<file path="config.mk">
export PLATFORM = sky130hd
export DESIGN_NAME = fir_coef_ctrl
export DESIGN_NICKNAME = d
export VERILOG_FILES = /design/src/rtl/fir_stream_pkg.sv /design/src/rtl/fir_coef_ctrl.sv
export SDC_FILE = /design/constraint.sdc
export NUM_CORES = 1
export LEC_CHECK = 0
export BUFFER_PORTS_ARGS = -buffer_cell sky130_fd_sc_hd__buf_4
export CAP_MARGIN = 20
export CORE_AREA = 2 2 178 180
export DETAILED_ROUTE_END_ITERATION = 6
export DIE_AREA = 0 0 180 182
export PLACE_DENSITY_LB_ADDON = 0.08
export SLEW_MARGIN = 20
export SYNTH_ARGS = -nofsm -noshare
export SYNTH_HDL_FRONTEND = slang
export SYNTH_SLANG_ARGS = --single-unit
</file>
<file path="constraint.sdc">
create_clock -name clk -period 2.5 [get_ports clk]
set_input_delay 0 -clock clk [delete_from_list [all_inputs] [get_ports clk]]
set_output_delay 0 -clock clk [all_outputs]
set_load 0.02 [all_outputs]
</file>
<file path="src/rtl/fir_stream_pkg.sv">
// Shared definitions for the 4-tap streaming FIR coefficient path.
// Contents:
//   FL_VALID, FL_EOP  : bit indices into a stream's mflags vector
//   FL_STALL          : bit index into a stream's sflags vector
//   FIR_MF_CONST      : mflags driven on the coefficient stream once a bank is live
//   FIR_MF_IDLE       : mflags driven before the first commit (holds the FIR stalled)
//   state_t           : frame-tracking state of the coefficient bank controller
package fir_stream_pkg;

  localparam int FL_VALID = 0;
  localparam int FL_EOP   = 2;
  localparam int FL_STALL = 0;

  localparam logic [3:0] FIR_MF_CONST = 4'b0111;
  localparam logic [3:0] FIR_MF_IDLE  = 4'b0000;

  typedef enum logic [1:0] {
    ST_IDLE     = 2'd0,  // no frame in progress
    ST_IN_FRAME = 2'd1,  // inside a frame, no commit waiting
    ST_PENDING  = 2'd2   // inside a frame, commit waiting for its last beat
  } state_t;

endpackage

</file>
<file path="src/rtl/fir_coef_ctrl.sv">
// Coefficient bank controller for the 4-tap streaming FIR.
// A shadow bank is loaded through the cfg_* port; cfg_commit copies it into
// the active bank (B0..B3), but only at a frame boundary of the multiplier
// input stream so that no frame is filtered with a mix of old and new taps.
//
// Ports:
//   clk, rst_n        : clock, asynchronous active-low reset
//   cfg_wr/addr/wdata : shadow tap write
//   cfg_commit        : request shadow -> active swap (pulse)
//   cfg_busy          : a commit is waiting for the end of the current frame
//   cfg_err           : one-cycle pulse, a write or commit was rejected
//   mon_mflags/sflags : monitor of the multiplier-input stream flags
//   B0..B3            : active coefficients
//   coef_mflags       : coefficient-stream mflags (idle until the first swap)
//   swap_cnt          : completed swaps, modulo 256
//   dbg_state         : current controller state (state_t encoding)
//
// Handshake: a beat is accepted in a cycle when its VALID flag is set and the
// stream is not stalled (sflags STALL clear); only accepted beats advance the
// frame tracking, and an accepted beat carrying EOP closes its frame.
module fir_coef_ctrl
  import fir_stream_pkg::*;
#(
  parameter int W    = 32,
  parameter int NTAP = 4
) (
  input  logic         clk,
  input  logic         rst_n,
  input  logic         cfg_wr,
  input  logic [1:0]   cfg_addr,
  input  logic [W-1:0] cfg_wdata,
  input  logic         cfg_commit,
  output logic         cfg_busy,
  output logic         cfg_err,
  input  logic [3:0]   mon_mflags,
  input  logic [1:0]   mon_sflags,
  output logic [W-1:0] B0,
  output logic [W-1:0] B1,
  output logic [W-1:0] B2,
  output logic [W-1:0] B3,
  output logic [3:0]   coef_mflags,
  output logic [7:0]   swap_cnt,
  output logic [1:0]   dbg_state
);

  state_t       state_q, state_d;
  logic [W-1:0] shadow_q [NTAP];
  logic [W-1:0] shadow_d [NTAP];
  logic [W-1:0] active_q [NTAP];
  logic         acc, last;
  logic         do_swap, err_d, wr_ok;
  logic         busy_q, err_q;
  logic [3:0]   mflags_q;
  logic [7:0]   cnt_q;

  // Remaining flag bits carry nothing this block cares about.
  logic unused_flags;
  assign unused_flags = ^{mon_mflags[3], mon_mflags[1], mon_sflags[1]};

  assign acc  = mon_mflags[FL_VALID] & ~mon_sflags[FL_STALL];
  assign last = acc & mon_mflags[FL_EOP];

  always_comb begin
    state_d = state_q;
    do_swap = 1'b0;
    err_d   = 1'b0;
    unique case (state_q)
      ST_IDLE: begin
        if (cfg_commit) begin
          // Only a beat that opens a multi-beat frame defers the swap.
          if (acc && !last) state_d = ST_PENDING;
          else              do_swap = 1'b1;
        end else if (acc && !last) begin
          state_d = ST_IN_FRAME;
        end
      end
      ST_IN_FRAME: begin
        if (last) begin
          state_d = ST_IDLE;
          do_swap = cfg_commit;
        end else if (cfg_commit) begin
          state_d = ST_PENDING;
        end
      end
      ST_PENDING: begin
        if (last) begin
          do_swap = 1'b1;
          state_d = ST_IDLE;
        end
        // Any write or extra commit would change the bank already promised.
        err_d = cfg_wr | cfg_commit;
      end
      default: state_d = ST_IDLE;
    endcase
  end

  // A write in the commit cycle must be part of the swapped bank, so the swap
  // copies the post-write shadow view rather than the registered one.
  assign wr_ok = cfg_wr && (state_q != ST_PENDING);

  always_comb begin
    for (int i = 0; i < NTAP; i++) begin
      shadow_d[i] = (wr_ok && (int'(cfg_addr) == i)) ? cfg_wdata : shadow_q[i];
    end
  end

  always_ff @(posedge clk or negedge rst_n) begin
    if (!rst_n) begin
      state_q  <= ST_IDLE;
      busy_q   <= 1'b0;
      err_q    <= 1'b0;
      mflags_q <= FIR_MF_IDLE;
      cnt_q    <= 8'd0;
      for (int i = 0; i < NTAP; i++) begin
        shadow_q[i] <= '0;
        active_q[i] <= '0;
      end
    end else begin
      state_q <= state_d;
      busy_q  <= (state_d == ST_PENDING);
      err_q   <= err_d;
      for (int i = 0; i < NTAP; i++) begin
        shadow_q[i] <= shadow_d[i];
      end
      if (do_swap) begin
        for (int i = 0; i < NTAP; i++) begin
          active_q[i] <= shadow_d[i];
        end
        mflags_q <= FIR_MF_CONST;
        cnt_q    <= cnt_q + 8'd1;
      end
    end
  end

  assign B0          = active_q[0];
  assign B1          = active_q[1];
  assign B2          = active_q[2];
  assign B3          = active_q[3];
  assign cfg_busy    = busy_q;
  assign cfg_err     = err_q;
  assign coef_mflags = mflags_q;
  assign swap_cnt    = cnt_q;
  assign dbg_state   = state_q;

endmodule
</file>
# After elaboration in Yosys (flattened, before gate mapping)
# Cells that the tools add are included.
# totals
in_bits	44
wordCells	51
out_inout_bits	144
ff_bits	269
# classes
n_reduce_logical	9
addsub	1
n_mux	17
bitwise	4
eq_ne	7
# op_table
op	count
2-to-1 mux 32 bit	4
2-to-1 mux 2 bit	6
adder 8 x 1 -> 8 bit (second input constant)	1
== test 2 bit (second input constant)	4
logical AND 1 bit	6
case mux 2 bit (3 select lines)	1
2-to-1 mux 1 bit	5
== test 2 x 1 -> 1 bit (second input constant)	2
logical NOT 2 bit	2
case mux 1 bit (3 select lines)	1
AND 1 bit	2
inequality test 2 bit (second input constant)	1
logical NOT 1 bit	1
NOT 1 bit	1
OR 1 bit	1

# Longest topological paths before layout
# logic_depth
ltp_word	9
mapped_depth	7
depth_no_buf	5

# Worst setup path before layout
# Ideal clock, no wire load.
# synth_timing
kind	register to register
start	register state_q[0] (netlist: dbg_state[0])
end	register active_q (netlist bit B2[10])
path_buffers	1
required_ns	2.375
t_arrival_ns	1.833
synth_period_minus_slack_ns	1.958
stages_incl_launch_ff	7
slack_ns	0.542
path_cell_list	dfrtp_1 -> nand2b_4 -> nand2_4 -> nor3b_4 -> buf_6 -> mux2_4 -> mux2_2
# synth_lines
item	line	text
from (decl)	fir_coef_ctrl.sv:46	state_t state_q, state_d;
from (signal assigned)	fir_coef_ctrl.sv:119	state_q <= state_d;
to (signal, indexed assignment)	fir_coef_ctrl.sv:127	active_q[i] <= shadow_d[i];
to (decl)	fir_coef_ctrl.sv:49	logic [W-1:0] active_q [NTAP];

==> results.sh <==
export IMPL_run_status="finished clean"
export IMPL_grt_antenna_before_repair=0
export IMPL_rsz0062_at_grt="false"
export IMPL_cp_slowest_stage_delay_ns=0.43
export IMPL_nets=875
export IMPL_yosysMostFrequentCell="dfrtp_1"
export IMPL_wl_mm=23.5
export IMPL_synthTopCellsByCount="dfrtp_1, mux2_4, mux2_2, buf_4, buf_6"
export IMPL_buffer_count_from_post_cts_setup_fixing=0
export IMPL_synth_warn=0
export IMPL_static_leakage_power_uw=0.00663
export IMPL_ys_async_sr_fraction=1.00
export IMPL_dp_hpwl_mm=14.7
export IMPL_die_w_um=180
export IMPL_timing_critical_path_mode_cell="mux2_2"
export IMPL_final_max_slew_viol_count=0
export IMPL_detail_route_wl_per_cell_um=18.7
export IMPL_io_buffer_count=183
export IMPL_fillers=2714
export IMPL_maxClockFrequency_mhz=476
export IMPL_preCtsSetupSlack_ns=0.377
export IMPL_cpMaxStageDelayCell="dfrtp_1"
export IMPL_initial_core_util=0.346
export IMPL_critical_path_arrival_ns=2.53
export IMPL_first_global_vias=6346
export IMPL_fp_dieH_um=182
export IMPL_die_area_um2=32800
export IMPL_synth_cell_area_um2=10700
export IMPL_num_io_pins=188
export IMPL_clockBufferDepth=3
export IMPL_clock_sink_count=269
export IMPL_period_needed_ns=2.10
export IMPL_maxCapViolations=0
export IMPL_number_of_remaining_drc_errors=0
export IMPL_cts_tree="yes"
export IMPL_synthDominantCellAreaShare=0.628
export IMPL_synth_edff_count=0
export IMPL_grt_overflow_total=0
export IMPL_crit_buf_inv=1
export IMPL_setup_violations_final=0
export IMPL_critPathMaxFanout=18
export IMPL_wire_length_of_the_first_global_routing_pass_mm=37.7
export IMPL_worst_skew_pair_late_latency_ns=0.55
export IMPL_setup_worst_path_class="flop to flop"
export IMPL_syn_mean_instance_area_um2=18.0
export IMPL_cts_made_buffers=30
export IMPL_finalClockSkew_ns=0.0103
export IMPL_finalWorstSetupSlack_ns=0.397
export IMPL_cts_root_buffer_cell="clkbuf_16"
export IMPL_detailroute_via_count=5738
export IMPL_worst_ep_required_time_ns=2.93
export IMPL_multi_input_area_um2=3740
export IMPL_post_synth_inst_count=594
export IMPL_yosysTopAreaCell="dfrtp_1"
export IMPL_mappedNetlistNets=639
export IMPL_layout_drive_gt1_share=0.595
export IMPL_track_usage=0.144
export IMPL_postRouteAntennaNets=0
export IMPL_finalWeightedCongestion=0.721
export IMPL_post_route_period_util=0.841
export IMPL_synth_lib_cells_used_distinct=30
export IMPL_detailedRoute_firstIterationViolations=224
export IMPL_setup_tns_ns=0
export IMPL_antenna_diode_count=0
export IMPL_power_density_cell_area_nw_per_um2=1350
export IMPL_final_seq_area_um2=6730
export IMPL_grt_max_degree=82
export IMPL_synth_area_top_cells="dfrtp_1, mux2_4, mux2_2, buf_6, buf_4"
export IMPL_synthToLayoutAreaGrowth_pct=30.9
export IMPL_synth_seq_area_share=0.628
export IMPL_synth_ff_latch_count=269
export IMPL_viasPerCell=4.57
export IMPL_worst_setup_path_end_kind="flop"
export IMPL_rows=65
export IMPL_cts_htree_levels=1
export IMPL_timing_critical_path_max_delay_family="multiplexers"
export IMPL_critical_path_cell_chain="nand2b_4 > nand2_4 > nor3b_4 > buf_4 > mux2_2 > mux2_2"
export IMPL_drt_pass1_iter_count=4
export IMPL_timing_slew_headroom=0.655
export IMPL_ys_flop_type="dfrtp_1"
export IMPL_clkSlewWorstSetupHoldPaths_ns=0.06
export IMPL_critical_path_startpoint_type="flop"
export IMPL_timing_hold_violations_final=0
export IMPL_min_delay_path_class="input pin to asynchronous set/reset pin"
export IMPL_peakVddDrop_v=0.000604
export IMPL_core_um2=31000
export IMPL_worst_slew_pin_slew_ns=0.517
==> layout by cell type, fill, tap and decap left out <==
master	instances
ha_1	1
dlygate4sd3_1	38
mux2_1	2
nand4b_4	1
conb_1	1
clkbuf_16	31
bufinv_16	4
clkbuf_8	8
clkbuf_1	8
xor2_1	1
nand2_4	1
nand2b_4	1
o21ai_4	1
nand4_4	1
and3b_1	1
clkinv_2	5
xnor2_1	6
mux2_2	117
nor3b_4	1
or3b_2	1
nor4_1	1
nand4_1	4
buf_16	1
buf_4	185
nand2_1	3
nor2_1	2
buf_8	1
nor2b_1	2
nor3_4	1
mux2_4	138
nand2b_1	1
a22oi_1	1
dfrtp_1	269
buf_12	9
or2_2	1
a21oi_1	2
and3_1	3
==> per-layer routing <==
| layer | GRT usage | vias to the layer above | part of all wire |
|---|---|---|---|
| met2 | 0.230 | 132 | 0.47 |
| met1 | 0.196 | 2995 | 0.45 |
| met4 | 0.0367 | 0 | 0.018 |
| li1 | - | 2573 | - |
| met5 | 0 | - | 0 |
| met3 | 0.0381 | 38 | 0.062 |
==> logic make-up after synthesis <==
family / count (synthesis) / synth area share
compound gates: 4 / 0.00210
xor+xnor: 7 / 0.00572
fa+ha+maj: 1 / 0.00117
buf+inv: 30 / 0.0238
flops: 269 / 0.628
mux: 257 / 0.318
other cells: 1 / 0.000350
simple gates: 25 / 0.0202
==> state kept, by name (all words and copies together), names as in the netlist <==
register / cells
B3: 32
B2: 32
coef_mflags: 1
cfg_err: 1
shadow_q: 128
B1: 32
B0: 32
swap_cnt: 8
dbg_state: 2
cfg_busy: 1
==> power by group <==
part	switching, uW	leakage, uW	total (uW)	internal [uW]
combinational	3200	0.00290	7020	3810
clock	1730	0.000525	4640	2910
sequential	952	0.00321	7240	6290
total	5890	0.00663	18900	13000
==> stage by stage <==
step | hold WS (ns) | utilization | power (uW) | std cells | cell area, um2
after global placement | -0.0516 | 0.405 | 14200 | 1161 | 12600
after detailed placement | -0.0433 | 0.405 | 14400 | 1161 | 12600
after CTS | 0.0645 | 0.453 | 19200 | 1256 | 14000
final | 0.0686 | 0.453 | 18900 | 1256 | 14000
after floorplan | -0.296 | - | 11600 | 594 | 10700
after global routing | 0.0793 | 0.453 | 20000 | 1256 | 14000
==> worst register-to-register path, delay by kind of cell (launching register included) <==
kind	cells	cell delay [ns]
and+or+nand+nor	3	0.49
DFF	1	0.43
muxes	2	0.68
buffers and inverters	1	0.39
==> path summary, 6_finish.rpt <==
| path | startpoint | to | slack [ns] | cells after the start |
|---|---|---|---|---|
| max reg2reg | dbg_state[0] | B2[0] | 0.40 | 6 |
| min | rst_n | B1[3] | 0.07 | 3 |
| min in group clk | cfg_addr[1] | shadow_q[108] | 0.09 | 4 |
| min reg2reg | swap_cnt[7] | swap_cnt[7] | 0.48 | 1 |
| max in group asynchronous | rst_n | swap_cnt[1] | 2.01 | 3 |
| max | dbg_state[0] | B2[0] | 0.40 | 6 |
==> layout make-up <==
cell class                 count  share of cell area
clock buffer                  47              0.0653
sequential                   269               0.480
multi-input combinational    295               0.267
tap                          402              0.0359
clock inverter                 9              0.0103
timing repair buffer         234               0.142
==> what timing repair did <==
action	CTS	global route
hold endpoints to repair	529	0
resized for setup	0	0
hold buffers	39	0
No activity file was read; power rests on OpenSTA's default activity.
